$ cat src/rtl/instr_fetch_unit.sv
// instr_fetch_unit: fetch PC, in-order word reads and a prefetch FIFO feeding decode.
// Defining IFU_PERF_CNT_EN adds the fetchCnt/flushCnt event counters.
module instr_fetch_unit #(
   parameter int unsigned FIFO_DEPTH = 4,
   parameter logic [31:0] RESET_PC = 32'h0000_0000
) (
   input  logic        clk,
   input  logic        rstN,
   input  logic        redirectValid,
   input  logic [31:0] redirectPc,
   output logic [31:0] pcPlus4,
   output logic        memReqValid,
   input  logic        memReqReady,
   output logic [31:0] memReqAddr,
   input  logic        memRspValid,
   input  logic [31:0] memRspData,
   output logic        instrValid,
   input  logic        instrReady,
   output logic [31:0] instrData,
`ifdef IFU_PERF_CNT_EN
   output logic [31:0] fetchCnt,
   output logic [31:0] flushCnt,
`endif
   output logic [31:0] instrPc
);
   localparam int unsigned PW = $clog2(FIFO_DEPTH);
   localparam int unsigned CW = PW + 1;
   typedef enum logic [1:0] {IDLE, RUN, DRAIN} state_t;
   state_t state_q, state_d;
   logic [31:0] fetch_pc_q, fetch_pc_d;
   logic [PW-1:0] wr_q, wr_d, rd_q, rd_d, tw_q, tw_d, tr_q, tr_d;
   logic [CW-1:0] count_q, count_d, inflight_q, inflight_d, drop_q, drop_d;
   logic [31:0] fpc_q [FIFO_DEPTH];
   logic [31:0] fpc_d [FIFO_DEPTH];
   logic [31:0] fdat_q [FIFO_DEPTH];
   logic [31:0] fdat_d [FIFO_DEPTH];
   logic [31:0] tag_q [FIFO_DEPTH];
   logic [31:0] tag_d [FIFO_DEPTH];
   logic acc, rsp_run, push, pop;
   assign memReqValid = (state_q == RUN) && ((count_q + inflight_q) < CW'(FIFO_DEPTH));
   assign memReqAddr  = fetch_pc_q;
   assign pcPlus4     = fetch_pc_q + 32'd4;
   assign instrValid  = count_q != '0;
   assign instrData   = instrValid ? fdat_q[rd_q] : 32'd0;
   assign instrPc     = instrValid ? fpc_q[rd_q] : 32'd0;
   assign acc         = memReqValid && memReqReady;
   assign rsp_run     = memRspValid && (state_q == RUN);
   assign push        = rsp_run && !redirectValid;
   assign pop         = instrValid && instrReady && !redirectValid;
   always_comb begin
      state_d    = state_q;
      fetch_pc_d = fetch_pc_q;
      wr_d       = wr_q;
      rd_d       = rd_q;
      tw_d       = tw_q;
      tr_d       = tr_q;
      drop_d     = drop_q;
      fpc_d      = fpc_q;
      fdat_d     = fdat_q;
      tag_d      = tag_q;
      count_d    = count_q + CW'(push) - CW'(pop);
      inflight_d = inflight_q + CW'(acc) - CW'(rsp_run);
      if (acc) begin
         tag_d[tw_q] = fetch_pc_q;
         tw_d        = tw_q + PW'(1);
         fetch_pc_d  = fetch_pc_q + 32'd4;
      end
      if (rsp_run) tr_d = tr_q + PW'(1);
      if (push) begin
         fpc_d[wr_q]  = tag_q[tr_q];
         fdat_d[wr_q] = memRspData;
         wr_d         = wr_q + PW'(1);
      end
      if (pop) rd_d = rd_q + PW'(1);
      if (state_q == IDLE) state_d = RUN;
      if (state_q == DRAIN) drop_d = drop_q - CW'(memRspValid);
      // Everything still owed by memory at a redirect becomes a response to discard
      if (redirectValid) begin
         fetch_pc_d = redirectPc & ~32'd3;
         {wr_d, rd_d, tw_d, tr_d} = '0;
         count_d    = '0;
         inflight_d = '0;
         drop_d     = ((state_q == DRAIN) ? drop_q : inflight_q) + CW'(acc) - CW'(memRspValid);
      end
      if (redirectValid || state_q == DRAIN) state_d = (drop_d != '0) ? DRAIN : RUN;
   end
   always_ff @(posedge clk or negedge rstN) begin
      if (!rstN) begin
         state_q    <= IDLE;
         fetch_pc_q <= RESET_PC;
         wr_q       <= '0;
         rd_q       <= '0;
         tw_q       <= '0;
         tr_q       <= '0;
         count_q    <= '0;
         inflight_q <= '0;
         drop_q     <= '0;
      end else begin
         state_q    <= state_d;
         fetch_pc_q <= fetch_pc_d;
         wr_q       <= wr_d;
         rd_q       <= rd_d;
         tw_q       <= tw_d;
         tr_q       <= tr_d;
         count_q    <= count_d;
         inflight_q <= inflight_d;
         drop_q     <= drop_d;
      end
   end
   always_ff @(posedge clk) begin
      fpc_q  <= fpc_d;
      fdat_q <= fdat_d;
      tag_q  <= tag_d;
   end
`ifdef IFU_PERF_CNT_EN
   logic [31:0] fetch_cnt_q, fetch_cnt_d, flush_cnt_q, flush_cnt_d;
   always_comb begin
      fetch_cnt_d = fetch_cnt_q + 32'(acc);
      flush_cnt_d = flush_cnt_q + 32'(redirectValid);
   end
   always_ff @(posedge clk or negedge rstN) begin
      if (!rstN) begin
         fetch_cnt_q <= '0;
         flush_cnt_q <= '0;
      end else begin
         fetch_cnt_q <= fetch_cnt_d;
         flush_cnt_q <= flush_cnt_d;
      end
   end
   assign fetchCnt = fetch_cnt_q;
   assign flushCnt = flush_cnt_q;
`endif
endmodule
$ cat config.mk
export PLATFORM = sky130hd
export DESIGN_NAME = instr_fetch_unit
export DESIGN_NICKNAME = d
export VERILOG_FILES = /design/src/rtl/instr_fetch_unit.sv
export SDC_FILE = /design/constraint.sdc
export NUM_CORES = 1
export LEC_CHECK = 0
export BUFFER_PORTS_ARGS = -buffer_cell sky130_fd_sc_hd__buf_2
export CORE_MARGIN = 4
export CORE_UTILIZATION = 45
export CTS_BUF_LIST = sky130_fd_sc_hd__clkbuf_4 sky130_fd_sc_hd__clkbuf_8 sky130_fd_sc_hd__clkbuf_16
export CTS_CLUSTER_SIZE = 20
export DETAILED_ROUTE_END_ITERATION = 6
export PLACE_DENSITY = 0.74
export SLEW_MARGIN = 20
export SYNTH_ARGS = -nofsm -noshare
export SYNTH_HDL_FRONTEND = slang
export SYNTH_SLANG_ARGS = --single-unit
$ cat constraint.sdc
create_clock -name clk -period 6.2 [get_ports clk]
set_input_delay 1.24 -clock clk [delete_from_list [all_inputs] [get_ports clk]]
set_output_delay 1.24 -clock clk [all_outputs]
set_load 0.02 [all_outputs]
Word-level counts from Yosys, hierarchy flattened

Cells that the tools add are included.
Widths: inputs -> output; s select.

Latch bits: 0
Input port bits: 70
Register bits: 435
Output and inout port bits: 130
Memories kept: 0
Memory bits (read-only): 0
Word-level logic and storage cells: 101
Memory bits (writable): 0

Mux-type cells: 36
Bitwise logic cells: 4
Reductions and logical operators: 18
Div/mod/pow operators: 0
$lt $le $gt $ge: 7
Multiply operators: 0
Add/subtract/negate cells: 13
Eq/ne operators: 2
Shift-type cells: 0

Operators by type and width:

| cell                  | number |
|---|---|
| $bwmux 128            | 3 |
| $mux 32               | 12 |
| $bmux 32 s2           | 3 |
| $demux 32 s2          | 2 |
| $add 32x3->32 const B | 1 |
| $mux 2                | 11 |
| $mux 3                | 5 |
| $ge 3x3->1 const B    | 4 |
| $not 2->3             | 4 |
| $sub 3x1->3           | 4 |
| $reduce_bool 2->1     | 5 |
| $add 3x1->3           | 3 |
| $add 2x1->2 const B   | 4 |
| $logic_and 1x1->1     | 8 |
| $lt 3x1->1 const B    | 2 |
| $reduce_bool 3->1     | 2 |
| $add 3x3->3           | 1 |
| $lt 3x3->1 const B    | 1 |
| $eq 2x1->1 const B    | 1 |
| $eq 2x2->1 const B    | 1 |
| $logic_not 2->1       | 1 |
| $logic_not 1->1       | 1 |
| $logic_or 1x1->1      | 1 |

Longest topological paths before layout

Depth after elaboration: 10
Depth in mapped cells: 14
Mapped depth without buffers: 11

Worst setup path before layout

OpenSTA, ideal clock, no wires.

Path type: input port to flip-flop
Start: in redirectValid
End: reg fdat_q[0] (netlist name) (enable)
Slack: 2.667 ns
Setup time: 0.427 ns
Path buffers: 1
Arrival time: 3.107 ns
Stages on the path: 3
Required time: 5.773 ns
Cells stage by stage: clkbuf_1 -> nor2_1 -> and2_1

Longest elaborated chain between the ends: 2

Ends and longest elaborated chain:

| element              | line | text |
|---|---|---|
| from (decl)          | 9    | `input logic redirectValid,` |
| $logic_not 1->1      | 48   | `assign push = rsp_run && !redirectValid;` |
| $logic_and 1x1->1    | 48   |  |
| to (signal assigned) | 112  | `fdat_q <= fdat_d;` |
| to (decl)            | 35   | `logic [31:0] fdat_q [FIFO_DEPTH];` |

Every way passes these cells.
A chain may end at the register's enable or synchronous reset.

Worst setup path after layout

Start: reg rd_q[0]
End: out instrData[1]

Longest elaborated chain between the ends: 5

Ends and longest elaborated chain:

| element                                    | line | text |
|---|---|---|
| from (decl)                                | 31   | `logic [PW-1:0] wr_q, wr_d, rd_q, rd_d, tw_q, tw_d, tr_q, tr_d;` |
| from (signal assigned)                     | 102  | `rd_q <= rd_d;` |
| $not 2->3 (not written as such)            | 44   | `assign instrData = instrValid ? fdat_q[rd_q] : 32'd0;` |
| $bmux 32 s2                                | 44   |  |
| $mux 32 (not written as such) (2 in a row) | 44   |  |
| $mux 32                                    | 44   |  |
| to (decl)                                  | 19   | `output logic [31:0] instrData,` |

Every way passes these cells. The select of a mux whose other input is x is not followed.

==> reports/qor.yml <==
powerDensity_nw_per_um2: 399
grt_overflow_total: 0
leakage_nw: 7.04
tightest_slew_ps: 1040
p_int_mw: 5.70
fin_crit_ps: 4300
post_synth.cell_area_avg_um2: 18.3
avgViaCountPerCell: 5.26
critical_path_class: "flop to primary output"
setup_slack_ps: 1900
synth.area.top_cells: "edfxtp_1 64%, mux4_2 12%, dfrtp_1 7.1%"
dieArea_um2: 41400
r2r_cells: 11
diodes: 0
stdcell_area_um2: 20100
power.total_mw: 8.03
fin_tns_setup_ps: 0
hp-class: "flop to flop"
cts_max_level: 2
drv_slew: 0
wl_per_cell_um: 20.7
yosys_register_bits: 417
routed_wl_um: 34800
clockRootBuffer: "clkbuf_16"
first_iter_violations: 526
antenna_found_initial: 0
whs_ps: 559
seqPwrFrac: 0.435
synth_area_leader_cell: "edfxtp_1"
drv_cap: 0
dp_slack_ps: 1930
path_clk_slew_ps: 60
dpl.cell_count: 1607
grt_pass1_vias: 9449
synthToLayoutAreaGrowth_pct: 17.1
core-area_um2: 37700
dp_hpwl_um: 21000
fp.dieH_um: 204
max_slew_margin: 0.310
async_flop_share: 0.118
netlist_area_um2: 17200
crit_path_max_fanout: 42
synth_warnings: 0
cts_setup_buffers: 0
cts_tree: "done"
cts_hold_buf: 0
die_w_um: 204
p_sw_frac: 0.291
vias: 8862
numCtsBuffers: 43
synth_top_area_share: 0.642
insertion_delay_ps: 540
worstSetupStartpointType: "flop"
ant_nets: 0
rsz0062_at_grt: "false"
io_buffers: 191
setup_viol: 0
synth.distinct_cells: 54
num_rows: 71
nets: 1232
synth_cells: 942
p_clk_frac: 0.332
ys.flop_type: "edfxtp_1"
io_pins: 200
arrival_ps: 3060
required_ps: 4960
placed_area_um2: 18700
grt_pass1_wl_um: 54900
critPathCaptureType: "primary output"
grt_max_degree: 66
fin_cells: 1684
p_comb_frac: 0.233
fin_skew_ps: 14.9
switching_power_mw: 2.34
cts.sinks: 417
gp_congestion: 0.824
drive_gt1_frac: 0.336
max_freq_mhz: 233
initial_core_util: 0.457
irDropWorstVdd_mv: 0.299
hold_depth: 2
status: "finished clean"
fin_util: 0.535
cts_resized: 0
ys_seq_area_frac: 0.714
finalHoldViolations: 0
cts_max_path_buffers: 3
firstDrtPassIters: 5
synth_edf_count: 368
grt_use_total: 0.171
post-route-period-util: 0.693
drc: 0
-- area by class of cell --
| cell class | instances | area (µm²) |
|---|---|---|
| clock buffer | 53 | 1170 |
| clock inverter | 24 | 318 |
| inverter | 22 | 82.6 |
| sequential | 417 | 12300 |
| multi-input combinational | 456 | 4610 |
| fill | 3005 | 17500 |
| timing repair buffer | 201 | 1030 |
| tap | 511 | 639 |
-- placed cells by master, fill, tap and decap left out, drive strengths merged, types with 7 or more instances in the layout --
| master | synthesis | routed |
|---|---|---|
| o21ai | 36 | 36 |
| xnor2 | 30 | 30 |
| ha | 18 | 18 |
| bufinv | 0 | 7 |
| clkbuf | 23 | 53 |
| edfxtp | 368 | 368 |
| clkinv | 0 | 13 |
| and2 | 72 | 72 |
| or3 | 9 | 9 |
| nor2 | 38 | 38 |
| nand2 | 34 | 34 |
| a31oi | 10 | 10 |
| inv | 22 | 23 |
| nand3 | 22 | 22 |
| xor2 | 33 | 33 |
| buf | 28 | 201 |
| mux4 | 92 | 92 |
| dfrtp | 49 | 49 |
-- power groups by stage --
stage	clock [mW]	combinational [mW]	sequential, mW
finish	2.66	1.87	3.49
floorplan	0	1.40	3.44
CTS	2.73	1.92	3.50
global placement	0	1.89	3.55
detailed placement	0	1.91	3.56
global route	2.86	2.06	3.53
-- flip-flops by register name, summed over array words and instances, names as in the netlist --
| name | cells |
|---|---|
| fdat_q | 128 |
| fpc_q | 120 |
| tag_q | 120 |
| memReqAddr | 30 |
| count_q | 3 |
| drop_q | 3 |
| inflight_q | 3 |
| rd_q | 2 |
| state_q | 2 |
| tr_q | 2 |
| tw_q | 2 |
| wr_q | 2 |
-- cell usage after synthesis (2+ instances only) --
library cell / n
edfxtp_1: 368
mux4_2: 92
and2_1: 72
dfrtp_1: 49
nor2_1: 35
nand2_1: 34
xor2_1: 33
xnor2_1: 30
o21ai_0: 29
clkbuf_1: 23
inv_1: 21
ha_1: 18
nand3_1: 17
buf_2: 14
a31oi_1: 10
buf_4: 9
or3_1: 9
o21ai_1: 7
o2111ai_1: 6
a21oi_1: 4
buf_1: 4
nor3_1: 4
fa_1: 3
mux2_2: 3
nand3_2: 3
nand4_4: 3
nor2b_1: 3
o211ai_1: 3
a211oi_1: 2
mux2i_1: 2
nand3_4: 2
nand4_1: 2
nor2_2: 2
nor3b_1: 2
nor4_1: 2
nor4_2: 2
nor4_4: 2
o21bai_1: 2
-- path summary, 6_finish.rpt --
kind                                           start                         end  slack, ps
min in group asynchronous                       rstN  memReqAddr[25]$_DFFE_PN0N_        810
worst max register to register  count_q[1]$_DFF_PN0_      state_q[1]$_DFFE_PN0P_       2140
max in group asynchronous                       rstN         rd_q[1]$_DFFE_PN0P_       4880
worst min register to register   drop_q[0]$_DFF_PN0_         drop_q[0]$_DFF_PN0_        560
worst min-delay path             drop_q[0]$_DFF_PN0_         drop_q[0]$_DFF_PN0_        560
worst max-delay path             rd_q[0]$_DFFE_PN0P_                instrData[1]       1900
-- cells by family after synthesis --
kind of cell,synth area share
adders and majority gates,0.0166
other,0.000218
and+or+nand+nor,0.0708
muxes,0.124
xor gates and xnor gates,0.0321
buffers and inverters,0.0199
AOI/OAI and AO/OA,0.0232
DFF,0.714
-- critical path, stage by stage, from the launching register on --
cell     delay [ps]
dfrtp_4        1040
buf_4           540
mux4_2          570
and2_1          170
buf_2           150
-- routing by layer --
metal / track usage / routed length, µm / part of all wire / up-vias
li1: - / - / - / 4047
met1: 0.235 / 14800 / 0.43 / 4498
met2: 0.284 / 17200 / 0.50 / 272
met3: 0.0353 / 2130 / 0.061 / 45
met4: 0.0436 / 609 / 0.018 / 0
met5: 0 / 0 / 0 / -
Power figures use the tool's default switching activity.
